### config.mk
export PLATFORM = sky130hd
export DESIGN_NAME = tnn_neuron_stream
export DESIGN_NICKNAME = d
export VERILOG_FILES = /design/src/rtl/tnn_pkg.sv /design/src/rtl/tnn_lane_mac.sv /design/src/rtl/tnn_neuron_stream.sv
export SDC_FILE = /design/constraint.sdc
export NUM_CORES = 1
export LEC_CHECK = 0
export ABC_AREA = 1
export CORE_UTILIZATION = 40
export CTS_CLUSTER_DIAMETER = 200
export DETAILED_ROUTE_END_ITERATION = 6
export GPL_ROUTABILITY_DRIVEN = 1
export HOLD_SLACK_MARGIN = 0.15
export PLACE_DENSITY = 0.76
export SKIP_CTS_REPAIR_TIMING = 1
export SLEW_MARGIN = 20
export SYNTH_ARGS = -nofsm -noshare
export SYNTH_HDL_FRONTEND = slang
export SYNTH_HIERARCHICAL = 1
export SYNTH_SLANG_ARGS = --single-unit
### constraint.sdc
create_clock -name clk -period 5.2 [get_ports clk]
set_clock_uncertainty 0.15 [all_clocks]
set_input_delay 1.04 -clock clk [delete_from_list [all_inputs] [get_ports clk]]
set_output_delay 1.04 -clock clk [all_outputs]
set_load 0.02 [all_outputs]
### src/rtl/tnn_pkg.sv
// Shared definitions for the ternary neuron datapath: weight codes, FSM states
// and the accumulator width rule.
package tnn_pkg;

    localparam logic [1:0] W_POS = 2'b01;
    localparam logic [1:0] W_NEG = 2'b11;

    typedef enum logic {
        ST_ACC,
        ST_OUT
    } tnn_state_e;

    // Enough headroom for N_IN terms of magnitude 2**in_w - 1, plus a sign bit.
    function automatic int acc_width(input int in_w, input int n_in);
        return in_w + $clog2(n_in) + 1;
    endfunction

endpackage

### src/rtl/tnn_lane_mac.sv
// Combinational ternary multiply-and-add of one input beat (LANES activations),
// with optional LSB masking of each activation.
module tnn_lane_mac
    import tnn_pkg::*;
#(
    parameter int IN_W  = 3,
    parameter int LANES = 2,
    parameter int DROP  = 1,
    parameter int ACC_W = 7
)(
    input  logic [LANES*IN_W-1:0]   i_data,
    input  logic [2*LANES-1:0]      i_weights,
    input  logic                    i_approx,
    output logic signed [ACC_W-1:0] o_sum
);

    logic [IN_W-1:0]         w_mask;
    logic [IN_W-1:0]         w_act;
    logic signed [ACC_W-1:0] w_term;

    assign w_mask = i_approx ? ({IN_W{1'b1}} << DROP) : '1;

    always_comb begin
        o_sum  = '0;
        w_act  = '0;
        w_term = '0;
        for (int unsigned l = 0; l < LANES; l++) begin
            w_act  = i_data[l*IN_W +: IN_W] & w_mask;
            w_term = signed'(ACC_W'(w_act));
            case (i_weights[2*l +: 2])
                W_POS:   o_sum = o_sum + w_term;
                W_NEG:   o_sum = o_sum - w_term;
                default: o_sum = o_sum;
            endcase
        end
    end

endmodule

### src/rtl/tnn_neuron_stream.sv
// Streaming ternary-weight neuron: accumulates N_IN activations over
// N_IN/LANES beats, then presents the signed sum and its threshold decision.
module tnn_neuron_stream
    import tnn_pkg::*;
#(
    parameter  int IN_W  = 3,
    parameter  int N_IN  = 6,
    parameter  int LANES = 2,
    parameter  int DROP  = 1,
    localparam int ACC_W = acc_width(IN_W, N_IN)
)(
    input  logic                    clk,
    input  logic                    rst_n,
    input  logic                    in_valid,
    output logic                    in_ready,
    input  logic [LANES*IN_W-1:0]   in_data,
    input  logic                    in_last,
    input  logic [2*N_IN-1:0]       weights,
    input  logic signed [ACC_W-1:0] thr,
    input  logic                    approx_en,
    output logic                    out_valid,
    input  logic                    out_ready,
    output logic                    out_bit,
    output logic signed [ACC_W-1:0] out_sum,
    output logic                    err
);

    localparam int              NBEATS   = N_IN / LANES;
    localparam int              CNT_W    = (NBEATS > 1) ? $clog2(NBEATS) : 1;
    localparam logic [CNT_W-1:0] LAST_CNT = CNT_W'(NBEATS - 1);

    tnn_state_e              r_state;
    tnn_state_e              w_state_nxt;
    logic [CNT_W-1:0]        r_cnt;
    logic signed [ACC_W-1:0] r_acc;
    logic signed [ACC_W-1:0] r_thr_q;
    logic signed [ACC_W-1:0] r_out_sum;
    logic [2*N_IN-1:0]       r_weights_q;
    logic                    r_approx_q;
    logic                    r_out_bit;
    logic                    r_err;

    logic                    w_in_ready;
    logic                    w_out_valid;
    logic                    w_accept;
    logic                    w_first;
    logic                    w_final;
    logic                    w_approx;
    logic [2*N_IN-1:0]       w_weights;
    logic [2*LANES-1:0]      w_beat_w;
    logic signed [ACC_W-1:0] w_thr;
    logic signed [ACC_W-1:0] w_beat_sum;
    logic signed [ACC_W-1:0] w_new_acc;

    // The first beat of a frame uses the live configuration; later beats use the captured copy.
    assign w_first   = (r_cnt == '0);
    assign w_final   = (r_cnt == LAST_CNT);
    assign w_accept  = in_valid && w_in_ready;
    assign w_weights = w_first ? weights   : r_weights_q;
    assign w_thr     = w_first ? thr       : r_thr_q;
    assign w_approx  = w_first ? approx_en : r_approx_q;
    assign w_beat_w  = w_weights[r_cnt*2*LANES +: 2*LANES];
    assign w_new_acc = r_acc + w_beat_sum;

    tnn_lane_mac #(
        .IN_W  (IN_W),
        .LANES (LANES),
        .DROP  (DROP),
        .ACC_W (ACC_W)
    ) u_lane_mac (
        .i_data    (in_data),
        .i_weights (w_beat_w),
        .i_approx  (w_approx),
        .o_sum     (w_beat_sum)
    );

    always_ff @(posedge clk) begin
        if (!rst_n) begin
            r_state <= ST_ACC;
        end else begin
            r_state <= w_state_nxt;
        end
    end

    always_comb begin
        w_state_nxt = r_state;
        w_in_ready  = 1'b0;
        w_out_valid = 1'b0;
        case (r_state)
            ST_ACC: begin
                w_in_ready = rst_n;
                if (in_valid && rst_n && w_final) begin
                    w_state_nxt = ST_OUT;
                end
            end
            ST_OUT: begin
                w_out_valid = 1'b1;
                if (out_ready) begin
                    w_state_nxt = ST_ACC;
                end
            end
            default: w_state_nxt = ST_ACC;
        endcase
    end

    always_ff @(posedge clk) begin
        if (!rst_n) begin
            r_cnt       <= '0;
            r_acc       <= '0;
            r_weights_q <= '0;
            r_thr_q     <= '0;
            r_approx_q  <= 1'b0;
            r_out_sum   <= '0;
            r_out_bit   <= 1'b0;
            r_err       <= 1'b0;
        end else begin
            r_err <= w_accept && (in_last != w_final);
            if (w_accept) begin
                if (w_first) begin
                    r_weights_q <= weights;
                    r_thr_q     <= thr;
                    r_approx_q  <= approx_en;
                end
                // Decision is registered with the sum so it is valid even when N_IN == LANES.
                if (w_final) begin
                    r_out_sum <= w_new_acc;
                    r_out_bit <= (w_new_acc >= w_thr);
                    r_acc     <= '0;
                    r_cnt     <= '0;
                end else begin
                    r_acc <= w_new_acc;
                    r_cnt <= r_cnt + CNT_W'(1);
                end
            end
        end
    end

    assign in_ready  = w_in_ready;
    assign out_valid = w_out_valid;
    assign out_bit   = r_out_bit;
    assign out_sum   = r_out_sum;
    assign err       = r_err;

endmodule

## Word level (Yosys, flattened, before mapping)

Index checks and enable logic that the tools add are counted.

- Bitwise gates (word level): 3
- Reductions and logical operators: 6
- Shift operators: 1
- Muxes and demuxes: 13
- Magnitude comparators: 1
- Add/subtract/negate cells: 5
- Equality and inequality tests: 6

Operators by type and width:

| kind | number |
|---|---|
| $pmux 7 s2 | 2 |
| $mux 7 | 2 |
| $mux 12 | 1 |
| $shiftx 12x5->4 | 1 |
| $add 7x4->7 | 1 |
| $add 7x7->7 | 1 |
| $ge 7x7->1 | 1 |
| $sub 7x4->7 | 1 |
| $and 3x3->3 | 2 |
| $eq 2x2->1 const B | 3 |
| $mux 1 | 6 |
| $eq 2x1->1 const B | 2 |
| $logic_and 1x1->1 | 4 |
| $sub 1x3->4 const A | 1 |
| $add 2x1->2 const B | 1 |
| $logic_not 2->1 | 1 |
| $mux 2 | 1 |
| $pmux 1 s2 | 1 |
| $reduce_and 2->1 | 1 |
| $ne 1x1->1 | 1 |
| $not 1->1 | 1 |

- Output and inout bits: 11
- Flip-flop bits (word level): 39

## Depth between registers and ports, before layout

- Word-level depth: 10
- Gate-level depth with buffers: 32

## By module

Netlist, hierarchy kept.

Modules (own cells, without submodules):

| module | sequential area each (um^2) | times used | cells an instance | area each (um^2) |
|---|---|---|---|---|
| tnn_neuron_stream | 700.7 | 1 | 252 | 1840.5 |
| tnn_lane_mac | 0.0 | 1 | 92 | 491.7 |

## Worst setup path after synthesis

OpenSTA, ideal clock, no wires.

- Kind: input -> register
- Start point: in approx_en
- End point: reg r_out_bit (netlist: out_bit)
- Path buffers: 0
- Path slack: 866 ps
- Arrival: 4062 ps
- Data required time: 4928 ps
- Library setup time: 122 ps
- Stages: 24
- Path through: nand2_1 nand2_1 nor2_1 inv_1 ha_1 ha_1 a21oi_1 ha_1 or2_1 nand2_1 nand2_1 nand3_1 nand2_1 ha_1 or2_2 nand2_1 xnor2_1 ha_1 a21oi_1 nand2_1 nand2_1 nand2_1 nand2_1 a21oi_1

- Cells in the longest elaborated chain, start to end: 9

Ends and longest elaborated chain:

| element | RTL line | RTL |
|---|---|---|
| from (decl) | tnn_neuron_stream.sv:20 | `input logic approx_en,` |
| $mux 1 (*) | - |  |
| via w_approx | tnn_neuron_stream.sv:48 | `logic w_approx;` |
| $mux 1 (*) | tnn_lane_mac.sv:21 | `assign w_mask = i_approx ? ({IN_W{1'b1}} << DROP) : '1;` |
| $and 3x3->3 | tnn_lane_mac.sv:28 | `w_act = i_data[l*IN_W +: IN_W] & w_mask;` |
| $sub 1x3->4 | tnn_lane_mac.sv:32 | `W_NEG: o_sum = o_sum - w_term;` |
| $pmux 7 s2 | tnn_lane_mac.sv:30 | `case (i_weights[2*l +: 2])` |
| $sub 7x4->7 or $add 7x4->7 (tied branches) | tnn_lane_mac.sv:32, tnn_lane_mac.sv:31 |  |
| $pmux 7 s2 (*) | tnn_lane_mac.sv:30 |  |
| via w_beat_sum[3] | tnn_neuron_stream.sv:52 | `logic signed [ACC_W-1:0] w_beat_sum;` |
| $add 7x7->7 (*) | tnn_neuron_stream.sv:63 | `assign w_new_acc = r_acc + w_beat_sum;` |
| via w_new_acc[4] | tnn_neuron_stream.sv:53 | `logic signed [ACC_W-1:0] w_new_acc;` |
| $ge 7x7->1 (*) | tnn_neuron_stream.sv:127 | `r_out_bit <= (w_new_acc >= w_thr);` |
| to (signal assigned) | tnn_neuron_stream.sv:127 |  |
| to (decl) | tnn_neuron_stream.sv:40 | `logic r_out_bit;` |

Mark *: on every way through the listed nets, which the timed path passes. The rest lies on a longest branch.
A chain may end at the register's enable or synchronous reset.

## Worst setup path after layout

Ends and elaborated chain as after synthesis.

==> flow_metrics.tcl <==
set metrics [dict create \
    grt_overflow 0 \
    muxShareOfSynthArea 0.0258 \
    clockBufferDepth 2 \
    r2r_setup_slack_ps 570 \
    htree_levels 2 \
    synth-simple-area-share 0.325 \
    synth_top_area_share 0.300 \
    p_leak_nw 1.45 \
    core_area_um2 5570 \
    routabilityCongestion 0.795 \
    cp_num_buf_inv 3 \
    hold_class "register to register" \
    crit_required_ps 5200 \
    cts_buffers 5 \
    clock-sinks 35 \
    synthTopCellsByArea "dfxtp_1 (30%), nand2_1 (15%), ha_1 (11%), nor2_1 (8.0%), o21ai_0 (5.6%)" \
    fin_crit_sh 0.927 \
    grt_max_degree 20 \
    wl_per_cell_um 10.8 \
    total_power_uw 830 \
    clk_pin_slew_ps 70 \
    synth_xor_area_frac 0.0150 \
    grt_pass1_vias 1936 \
    worst_slack_ps 379 \
    cpMostUsedCell "nand2_1" \
    finalHoldViolCount 0 \
    ant_nets 0 \
    period_minus_slack_ps 4820 \
    crit_family "simple AND/OR/NAND/NOR gates" \
    synth_largest_area_cell "dfxtp_1" \
    setup_viol 0 \
    area_growth_syn_to_layout_pct 25.3 \
    grt_use_total 0.175 \
    clock_latency_ps 290 \
    syn_nets 398 \
    dp_slack_ps 86.2 \
    grt_pass1_wl_um 8640 \
    dr.pass1.iters 5 \
    ir_worst_vdd_mv 0.187 \
    most-common-layout-cells "nand2_1 (95), nor2_1 (50), clkdlybuf4s50_1 (41), dfxtp_1 (35), inv_1 (34)" \
    slew_violations 0 \
    drive_gt1_frac 0.0749 \
    synthDistinctLibCells 30 \
    powerDensity_nw_per_um2 284 \
    die_area_um2 6140 \
    syn_area_um2 2330 \
    die_h_um 78.4 \
    synthCells 344 \
    path_depth 26 \
    critPathArrivalTime_ps 4830 \
    critPathKind "input pin to register" \
    yosysSeqAreaShare 0.300 \
    cp-end-kind "register" \
    syn_area_per_cell_um2 6.78 \
    cpPeakStageDelay_ps 400 \
    final_common_cell "nand2_1" \
    initial_utilization 0.418 \
    finalWirelength_um 4980 \
    rsz0062_at_grt "false" \
    synth_top_family_by_area "simple AND/OR/NAND/NOR gates" \
    fmax_mhz 207 \
    final_nets 440 \
    min_path_cells 2 \
    tightest_slew_ps 615 \
    synthAdderAreaFrac 0.130 \
    cts_tree "built" \
    drt-vias-per-instance 4.83 \
    utilization 0.524 \
    drt_iter0_markers 125 \
    vias 2216 \
    portBuffers 41 \
    fin_setup_tns_ps 0 \
    synth_compound_area_frac 0.121 \
    drc 0 \
    post-dp-hpwl_um 3920 \
    rows 27 \
    reg2reg_depth 27 \
    antenna_cells 0 \
    die_w_um 78.4 \
    top_level_ports 42 \
    status "finished, final reports clean" \
    ys.warnings.count 6 \
    crit_slowest_cell "clkdlybuf4s50_1" \
    ys_seq_elements 35 \
    relSlewSlack 0.588 \
    cp_max_fo 3 \
    drv_cap 0 \
    cts-root-buf "clkbuf_8" \
    worst_setup_path_start_kind "input pin" \
    grt_antenna_before_repair 0 \
]
flip-flops by register name (all words and copies together), names as in the netlist:
| register | flops |
|---|---|
| out_sum | 7 |
| r_approx_q | 1 |
| r_state | 1 |
| out_bit | 1 |
| r_cnt | 2 |
| r_thr_q | 7 |
| err | 1 |
| r_weights_q | 8 |
| r_acc | 7 |
cell usage after synthesis:
cell	instances
o21ai_1	1
o31ai_1	1
inv_1	34
mux2i_1	6
a31oi_4	1
fa_1	2
nand3b_1	3
nand2_2	4
nor2_1	50
buf_6	1
a21oi_2	1
inv_2	5
nand3_1	17
buf_2	4
xnor2_1	2
nand2_4	1
nand2_1	95
o21ai_0	26
nor3_1	1
clkinv_2	1
dfxtp_1	35
or2_2	1
a21oi_1	20
xor2_1	2
ha_1	21
or2_1	1
nor2_8	2
o21ai_2	1
nor2_2	2
clkbuf_1	3
metrics by stage:
step	std cells	hold WS, ps	area (um^2)
floorplan	344	295	2330
finish	459	318	2920
CTS	459	319	2920
global route	459	341	2920
global placement	451	305	2810
detailed placement	451	309	2810
worst paths after layout:
kind               from    endpoint
min reg2reg  r_thr_q[0]  r_thr_q[0]
max reg2reg    r_cnt[0]     out_bit
min          r_thr_q[0]  r_thr_q[0]
max           approx_en     out_bit
power by group:
group          total [mW]  internal (mW)  switching [mW]  leakage, nW
logic               0.283          0.120           0.163         1.10
clock network       0.253          0.155          0.0980       0.0612
registers           0.294          0.284         0.00930        0.286
total               0.830          0.559           0.270         1.45
kinds of logic after synthesis:
family / Yosys count
flip-flops: 35
adder cells (fa/ha/maj): 23
AO/OA/AOI/OAI: 51
multiplexers: 6
AND/OR/NAND/NOR: 177
XOR/XNOR: 4
buffers and inverters: 48
worst reg2reg max path: cells and delay by family, from the launching register on:
family	cells	cell delay (ps)
simple gates	17	2220
fa+ha+maj	5	1300
flops	1	350
buf+inv	3	290
compound gates	2	190
final cells by class:
cell class	instances	area, um^2
well taps	72	90.1
clock inverters	2	35.0
fillers	580	2650
inverters	40	151
flip-flops and latches	35	701
clock buffers	6	82.6
multi-input cells	261	1440
repair buffers	43	425
per-layer routing:
layer	track usage	wire length [um]
met5	0	0
met3	0.0395	169
met4	0.0370	39
met1	0.227	2360
met2	0.293	2410
(Power assumes the default switching activity.)
